## config.mk

```make
export PLATFORM = sky130hd
export DESIGN_NAME = seq_tx_11010_flat
export DESIGN_NICKNAME = d
export VERILOG_FILES = /design/src/rtl/seq_tx_11010_if.sv /design/src/rtl/seq_tx_11010.sv /design/src/flat_wrapper.sv
export SDC_FILE = /design/constraint.sdc
export NUM_CORES = 1
export LEC_CHECK = 0
export ABC_CLOCK_PERIOD_IN_PS = 2250
export BUFFER_PORTS_ARGS = -buffer_cell sky130_fd_sc_hd__buf_4
export CAP_MARGIN = 20
export CORE_MARGIN = 5
export CORE_UTILIZATION = 40
export CTS_CLUSTER_DIAMETER = 40
export DETAILED_ROUTE_END_ITERATION = 12
export GPL_TIMING_DRIVEN = 0
export PLACE_DENSITY = 0.56
export SLEW_MARGIN = 0
export SYNTH_ARGS = -nofsm -noshare
export SYNTH_HDL_FRONTEND = slang
export SYNTH_SLANG_ARGS = --single-unit
```

## constraint.sdc

```tcl
create_clock -name clk -period 2.25 [get_ports clk]
set_input_delay 0.3375 -clock clk [delete_from_list [all_inputs] [get_ports clk]]
set_output_delay 0.3375 -clock clk [all_outputs]
set_load 0.005 [all_outputs]
```

## src/rtl/seq_tx_11010_if.sv

```systemverilog
// Bus bundle for the serial pattern transmitter: job request operands on one
// side, the serial stream and status on the other.
//
// Handshake: there is no ready. `valid` qualifies `outp` and the receiver
// must take one bit per cycle whenever `valid` is high. `start` is a request
// level sampled only while the transmitter is idle.
interface seq_tx_11010_if #(
  parameter int PAT_W = 5,
  parameter int CNT_W = 3,
  parameter int GAP_W = 3
);
  logic             start;
  logic             use_def;
  logic [PAT_W-1:0] pat;
  logic [CNT_W-1:0] reps;
  logic [GAP_W-1:0] gap;
  logic             abort;
  logic             outp;
  logic             valid;
  logic             busy;
  logic             done;
  logic [1:0]       state;
  logic [CNT_W-1:0] sent_count;

  modport master (
    output start, use_def, pat, reps, gap, abort,
    input  outp, valid, busy, done, state, sent_count
  );

  modport slave (
    input  start, use_def, pat, reps, gap, abort,
    output outp, valid, busy, done, state, sent_count
  );
endinterface

```

## src/rtl/seq_tx_11010.sv

```systemverilog
// Serial pattern transmitter. Sends a PAT_W-bit pattern MSB first, `reps`
// times, with `gap` idle cycles between repetitions, then pulses `done`.
// Every output is a register; the FSM state is exported on `state`.
module seq_tx_11010 #(
  parameter int               PAT_W   = 5,
  parameter logic [PAT_W-1:0] PATTERN = 5'b11010,
  parameter int               CNT_W   = 3,
  parameter int               GAP_W   = 3
) (
  input logic            clk,
  input logic            rst,
  seq_tx_11010_if.slave  bus
);

  typedef enum logic [1:0] {
    IDLE = 2'b00,
    SEND = 2'b01,
    GAP  = 2'b10,
    DONE = 2'b11
  } state_t;

  localparam int               IDX_W   = (PAT_W > 1) ? $clog2(PAT_W) : 1;
  localparam logic [IDX_W-1:0] IDX_MSB = IDX_W'(PAT_W - 1);

  state_t           st;
  logic [PAT_W-1:0] lpat;
  logic [CNT_W-1:0] lreps;
  logic [GAP_W-1:0] lgap;
  logic [GAP_W-1:0] gcnt;
  // idx names the bit currently presented on outp
  logic [IDX_W-1:0] idx;
  logic             outp_r;
  logic             valid_r;
  logic             busy_r;
  logic             done_r;
  logic [CNT_W-1:0] sent_r;

  logic [PAT_W-1:0] src_pat;
  logic [CNT_W-1:0] sent_inc;

  assign src_pat  = bus.use_def ? PATTERN : bus.pat;
  assign sent_inc = sent_r + 1'b1;

  // Single FSM: rst beats abort beats normal sequencing; outputs are loaded
  // with the value they must show in the cycle after each edge.
  always_ff @(posedge clk) begin
    if (rst) begin
      st      <= IDLE;
      lpat    <= '0;
      lreps   <= '0;
      lgap    <= '0;
      gcnt    <= '0;
      idx     <= '0;
      outp_r  <= 1'b0;
      valid_r <= 1'b0;
      busy_r  <= 1'b0;
      done_r  <= 1'b0;
      sent_r  <= '0;
    end else if (bus.abort && st != IDLE) begin
      // cancel without a done pulse; sent_r keeps the partial count
      st      <= IDLE;
      outp_r  <= 1'b0;
      valid_r <= 1'b0;
      busy_r  <= 1'b0;
      done_r  <= 1'b0;
    end else begin
      case (st)
        IDLE: begin
          if (bus.start) begin
            lpat   <= src_pat;
            lreps  <= bus.reps;
            lgap   <= bus.gap;
            sent_r <= '0;
            busy_r <= 1'b1;
            if (bus.reps != '0) begin
              st      <= SEND;
              idx     <= IDX_MSB;
              outp_r  <= src_pat[PAT_W-1];
              valid_r <= 1'b1;
            end else begin
              st     <= DONE;
              done_r <= 1'b1;
            end
          end
        end
        SEND: begin
          if (idx == '0) begin
            sent_r <= sent_inc;
            if (sent_inc == lreps) begin
              st      <= DONE;
              outp_r  <= 1'b0;
              valid_r <= 1'b0;
              done_r  <= 1'b1;
            end else if (lgap != '0) begin
              st      <= GAP;
              gcnt    <= lgap;
              outp_r  <= 1'b0;
              valid_r <= 1'b0;
            end else begin
              idx    <= IDX_MSB;
              outp_r <= lpat[PAT_W-1];
            end
          end else begin
            idx    <= idx - 1'b1;
            outp_r <= lpat[idx - 1'b1];
          end
        end
        GAP: begin
          // gcnt counts the idle cycles still to show, including this one
          if (gcnt == GAP_W'(1)) begin
            st      <= SEND;
            idx     <= IDX_MSB;
            outp_r  <= lpat[PAT_W-1];
            valid_r <= 1'b1;
          end else begin
            gcnt <= gcnt - 1'b1;
          end
        end
        DONE: begin
          st     <= IDLE;
          done_r <= 1'b0;
          busy_r <= 1'b0;
        end
        default: st <= IDLE;
      endcase
    end
  end

  assign bus.outp       = outp_r;
  assign bus.valid      = valid_r;
  assign bus.busy       = busy_r;
  assign bus.done       = done_r;
  assign bus.state      = st;
  assign bus.sent_count = sent_r;

endmodule

```

## src/flat_wrapper.sv

```systemverilog
// flat-port wrapper written by rule: the top's interface ports become plain ports
module seq_tx_11010_flat 
#(
  parameter int               PAT_W   = 5,
  parameter logic [PAT_W-1:0] PATTERN = 5'b11010,
  parameter int               CNT_W   = 3,
  parameter int               GAP_W   = 3
)
  (clk, rst, bus_start, bus_use_def, bus_pat, bus_reps, bus_gap, bus_abort, bus_outp, bus_valid, bus_busy, bus_done, bus_state, bus_sent_count);
  seq_tx_11010_if #(.PAT_W(PAT_W), .CNT_W(CNT_W), .GAP_W(GAP_W)) bus_i ();
  input logic clk;
  input logic rst;
  input wire logic [$bits(bus_i.start)-1:0] bus_start;
  input wire logic [$bits(bus_i.use_def)-1:0] bus_use_def;
  input wire logic [$bits(bus_i.pat)-1:0] bus_pat;
  input wire logic [$bits(bus_i.reps)-1:0] bus_reps;
  input wire logic [$bits(bus_i.gap)-1:0] bus_gap;
  input wire logic [$bits(bus_i.abort)-1:0] bus_abort;
  output wire logic [$bits(bus_i.outp)-1:0] bus_outp;
  output wire logic [$bits(bus_i.valid)-1:0] bus_valid;
  output wire logic [$bits(bus_i.busy)-1:0] bus_busy;
  output wire logic [$bits(bus_i.done)-1:0] bus_done;
  output wire logic [$bits(bus_i.state)-1:0] bus_state;
  output wire logic [$bits(bus_i.sent_count)-1:0] bus_sent_count;
  assign bus_i.start = bus_start;
  assign bus_i.use_def = bus_use_def;
  assign bus_i.pat = bus_pat;
  assign bus_i.reps = bus_reps;
  assign bus_i.gap = bus_gap;
  assign bus_i.abort = bus_abort;
  assign bus_outp = bus_i.outp;
  assign bus_valid = bus_i.valid;
  assign bus_busy = bus_i.busy;
  assign bus_done = bus_i.done;
  assign bus_state = bus_i.state;
  assign bus_sent_count = bus_i.sent_count;
  seq_tx_11010 #(.PAT_W(PAT_W), .PATTERN(PATTERN), .CNT_W(CNT_W), .GAP_W(GAP_W)) u_core (.clk(clk), .rst(rst), .bus(bus_i));
endmodule
```

# Yosys cells after proc, flatten, opt, wreduce, memory -nomap -nowiden
# Index checks and enable logic that the tools add are counted.
# totals
regBits	26
out_inout_bits	9
inputBits	16
elab_cells	100
# op_classes
muxes	46
n_reduce_logical	21
order_cmp	1
eq_ne	17
n_bitwise	1
add_sub_neg	3
# op_table
op	n
two-way mux 3 bit	12
two-way mux 1 bit	18
two-way mux 2 bit	6
case mux 3 bit (2 select lines)	2
AND reduction 4 bit	3
AND reduction 6 bit	2
nonzero test 3 bit	4
!= test 2 x 1 -> 1 bit, second input constant	5
case mux 1 bit (3 select lines)	3
case mux 3 bit (3 select lines)	1
!= test 2 bit, second input constant	4
case mux 2 bit (4 select lines)	1
nonzero test 2 bit	4
AND reduction 7 bit	1
!= test 3 bit, second input constant	2
subtractor 3 x 1 -> 3 bit, second input constant	2
two-way mux 5 bit	1
AND reduction 5 bit	1
== test 2 bit, second input constant	2
< comparator 3 x 4 -> 1 bit, second input constant	1
adder 3 x 1 -> 3 bit, second input constant	1
binary-select mux 1 bit (select 3 bit)	1
== test 3 x 1 -> 1 bit, second input constant	1
== test 3 bit	1
10 further kinds	10

# Longest topological paths before layout
# depth
depth_word	5
depth_mapped	7
depth_no_buf	6

# Least setup slack after synthesis
# No wires, ideal clock.
# synth_timing
path_kind	flip-flop to flip-flop
start	reg u_core.st[0] (netlist: u_core.bus.state[0])
end	reg u_core.idx[2]
path_buffers	1
period_less_slack_ps	1862
t_required_ps	2131
setup_time_ps	119
path_stages_with_launch	8
slack_ps	388
t_arrival_ps	1743
cell_sequence	dfxtp_1 -> inv_1 -> ha_1 -> buf_6 -> or4b_4 -> o2111a_1 -> o311a_2 -> o221a_1
# synth_between
elab_chain_cells	4
elab_cells_between_ends	14
classes_between	7 x eq/ne; 1 x mux; 1 x bitwise; 5 x reduce/logical
# synth_rtl
item	line	text
start: declaration	seq_tx_11010.sv:25	state_t st;
start signal: assignment	seq_tx_11010.sv:48	st <= IDLE;
start signal: assignment	seq_tx_11010.sv:61	st <= IDLE;
start signal: assignment	seq_tx_11010.sv:76	st <= SEND;
parallel branches: the longest is 4 deep, another holds AND reduction 7 bit	-	
end signal: assignment	seq_tx_11010.sv:104	idx <= idx - 1'b1;
end: declaration	seq_tx_11010.sv:31	logic [IDX_W-1:0] idx;
# Several ways; the timed one is not identified.
# A chain may end at the register's enable or synchronous reset.

# Final worst setup path
# layout_timing
start	reg u_core.st[1] (netlist: u_core.bus.state[1])
end	reg u_core.gcnt[0]
# layout_between
elab_chain_cells	4
elab_cells_between_ends	12
classes_between	6 x eq/ne; 1 x mux; 1 x bitwise; 4 x reduce/logical
# layout_rtl
item	line	text
parallel branches: the longest is 4 deep, another holds AND reduction 6 bit	-	
end signal: assignment	seq_tx_11010.sv:96	gcnt <= lgap;
end signal: assignment	seq_tx_11010.sv:116	gcnt <= gcnt - 1'b1;
end: declaration	seq_tx_11010.sv:29	logic [GAP_W-1:0] gcnt;
# Several ways; the timed one is not identified.

==> flow_metrics.py <==
metrics = {
    "cts": {
        "root_buffer": "clkbuf_8",
        "path_clk_slew_ps": 100,
        "clock_latency_ps": 280,
        "cts_resized": 0,
        "hold_buffers": 0,
        "clockBufferDepth": 2,
        "htree_levels": 1,
        "tritoncts": "done",
        "post_cts_buffers": 0,
        "cts_sinks": 26,
        "cts_made_buffers": 3,
    },
    "power": {
        "p_sw_mw": 0.926,
        "power_frac_comb_pct": 53.0,
        "irDropWorstVdd_uv": 400,
        "pwr-share-clk_pct": 17.5,
        "netSwitchingFraction_pct": 40.7,
        "p_int_mw": 1.35,
        "p_leak_nw": 0.793,
        "p_seq_share_pct": 29.5,
        "p_per_area_mw_per_mm2": 1170,
    },
    "sta": {
        "rsz0062_at_grt": "no",
        "finalSetupViolCount": 0,
        "tightest_slew_ps": 512,
        "relSlewSlack_pct": 65.7,
        "fin_worst_skew_ps": 4.72,
        "fmax_mhz": 453,
        "fin_ws_ps": 42.8,
        "hold_violations": 0,
        "period_minus_slack_ps": 2210,
        "tns_ps": 0,
        "fin_crit_sh_pct": 98.1,
        "drv_slew": 0,
    },
    "finish": {
        "layout.cells.non_filler": 260,
        "area_growth_pct": 19.2,
        "final_layout_size_suffix_gt1_share_pct": 21.9,
        "multi_input_area_mm2": 0.00103,
        "antenna_cells": 0,
        "fin_util_pct": 49.1,
        "fillers": 406,
        "register_area_um2": 520,
        "nNetsFinal": 236,
    },
    "detailed_routing": {
        "antenna_left": 0,
        "route.detailed.drc": 0,
        "vias": 1457,
        "dr.first_iter.drc_count": 136,
        "firstDrtPassIters": 4,
        "post_drt_via_cell_ratio": 5.60,
        "wl_per_cell_um": 15.6,
        "routed_wl_mm": 4.06,
    },
    "global_route": {
        "grt_start_max_net_pins": 16,
        "grt_pass1_wl_mm": 6.78,
        "antenna_found_initial": 0,
        "groute.usage.overall_pct": 16.0,
        "overflow": 0,
        "grt_pass1_vias": 1454,
    },
    "die": {
        "pin_count": 25,
        "die_area_mm2": 0.00547,
        "initial_core_util_pct": 41.2,
        "rows": 23,
        "dieHeight_um": 74.0,
        "core_mm2": 0.00397,
        "die_w_um": 74.0,
    },
    "synth": {
        "synth_edf_count": 0,
        "async_reset_ff_share_pct": 0,
        "yosysMostFrequentCell": "dfxtp_1",
        "syn-num-nets": 207,
        "yosysWarnings": 0,
        "synthTopCellsByArea": "dfxtp_1 32%, ha_1 6.9%, nand2_1 5.3%",
        "synthTopCellsByCount": "26 x dfxtp_1, 23 x nand2_1, 13 x a21oi_1, 13 x nor2_1, 12 x inv_1",
        "yosys_most_used_dff": "dfxtp_1",
        "syn_area_per_cell_um2": 8.99,
        "synth_cell_type_count": 52,
        "netlist_instances": 182,
        "netlist_area_mm2": 0.00164,
        "synth-seq-cells": 26,
        "yosysSeqAreaShare_pct": 31.8,
        "yosysTopAreaCellShare_pct": 31.8,
        "yosysTopAreaCell": "dfxtp_1",
    },
    "placed_design": {
        "place_congestion": 0.889,
        "dp.cells": 256,
        "dpl.hpwl_mm": 3.21,
        "port_buffers": 24,
        "dpl_worst_slack_ps": 116,
    },
    "worst_setup_path": {
        "cp_data_arrival_time_ps": 2380,
        "critPathLaunchType": "flop",
        "crit_path_end_kind": "flop",
        "critPathKind": "reg -> reg",
        "ff2ff_setup_slack_ps": 40,
        "crit_fanout": 10,
        "worst-endpoint-required_ps": 2430,
    },
    "status": {
        "status": "finished, final reports clean",
    },
    "worst_hold_path": {
        "hold_class": "in -> reg",
    },
    "run": {
        "cap_violations": 0,
    },
}
[logic make-up after synthesis]
family / Yosys count / share of synthesized area, %
AND/OR/NAND/NOR: 73 / 24.6
buffers and inverters: 19 / 5.43
flip-flops: 26 / 31.8
AO/OA/AOI/OAI: 44 / 22.2
multiplexers: 4 / 3.29
XOR/XNOR: 7 / 5.73
adder cells (fa/ha/maj): 9 / 6.88
[registers in the layout, summed over array words and instances (netlist names)]
signal and cells:
u_core.bus.outp 1, u_core.bus.busy 1, u_core.bus.state 2, u_core.idx 3, u_core.bus.valid 1, u_core.lreps 3, u_core.lgap 3, u_core.bus.sent_count 3
u_core.lpat 5, u_core.gcnt 3, u_core.bus.done 1
[power groups by stage]
stage / clock network [mW] / logic (mW) / registers (mW)
floorplan: 0 / 0.876 / 0.663
global placement: 0 / 1.17 / 0.674
detailed placement: 0 / 1.19 / 0.682
CTS: 0.410 / 1.19 / 0.671
global route: 0.428 / 1.32 / 0.685
finish: 0.399 / 1.21 / 0.671
[metrics by stage]
step | hold WS, ps | area [um2] | power, mW
6_report | 300 | 1950 | 2.28
5_1_grt | 293 | 1950 | 2.44
4_1_cts | 293 | 1950 | 2.27
3_5_place_dp | 462 | 1880 | 1.87
3_3_place_gp | 444 | 1880 | 1.85
2_1_floorplan | 426 | 1640 | 1.54
[layer usage]
| layer | routed length (um) | global-route usage [%] | vias up | share of wire, % |
|---|---|---|---|---|
| li1 | - | - | 723 | - |
| met2 | 1890 | 26.0 | 34 | 47 |
| met4 | 51 | 6.64 | 0 | 1.3 |
| met3 | 188 | 2.84 | 5 | 4.6 |
| met5 | 0 | 0 | - | 0 |
| met1 | 1930 | 21.0 | 695 | 48 |
[worst paths after layout]
path,start,to,cells after the start
max,u_core.bus.state[1]$_SDFFE_PP0P_,u_core.gcnt[0]$_SDFFE_PP0P_,6
min,bus_gap[1],u_core.lgap[1]$_SDFFE_PP0P_,3
max reg2reg,u_core.bus.state[1]$_SDFFE_PP0P_,u_core.gcnt[0]$_SDFFE_PP0P_,6
min reg2reg,u_core.lpat[0]$_SDFFE_PP0P_,u_core.lpat[0]$_SDFFE_PP0P_,2
[layout make-up]
type / count / area share (%)
clock buffer: 3 / 2.12
sequential: 26 / 26.7
tap: 50 / 3.21
buffer: 7 / 2.25
inverter: 12 / 2.31
multi-input combinational: 137 / 52.7
clock inverter: 1 / 1.54
timing repair buffer: 24 / 9.24
[worst max-delay path, stage by stage (launching register included)]
cell	delay, ps
dfxtp_1	410
inv_1	100
ha_1	280
clkbuf_1	290
a211oi_1	510
o2111ai_1	210
a32o_1	300
[cell usage in the layout (no fill, tap or decap), drive strengths merged, types with 2 or more instances in the layout]
cell,instances
xor2,2
buf,26
a21oi,13
o21ai,2
xnor2,3
or3,2
inv,12
nand3,3
o311a,2
nor3,7
nand3b,3
dfxtp,26
nand2,23
nand4,2
and2b,3
and2,2
nand2b,6
o2111ai,3
a221oi,3
clkbuf,8
and3,4
o31ai,4
a32o,2
or4b,2
a211oi,4
ha,9
mux2i,2
nor2,13
(Power assumes the default switching activity.)
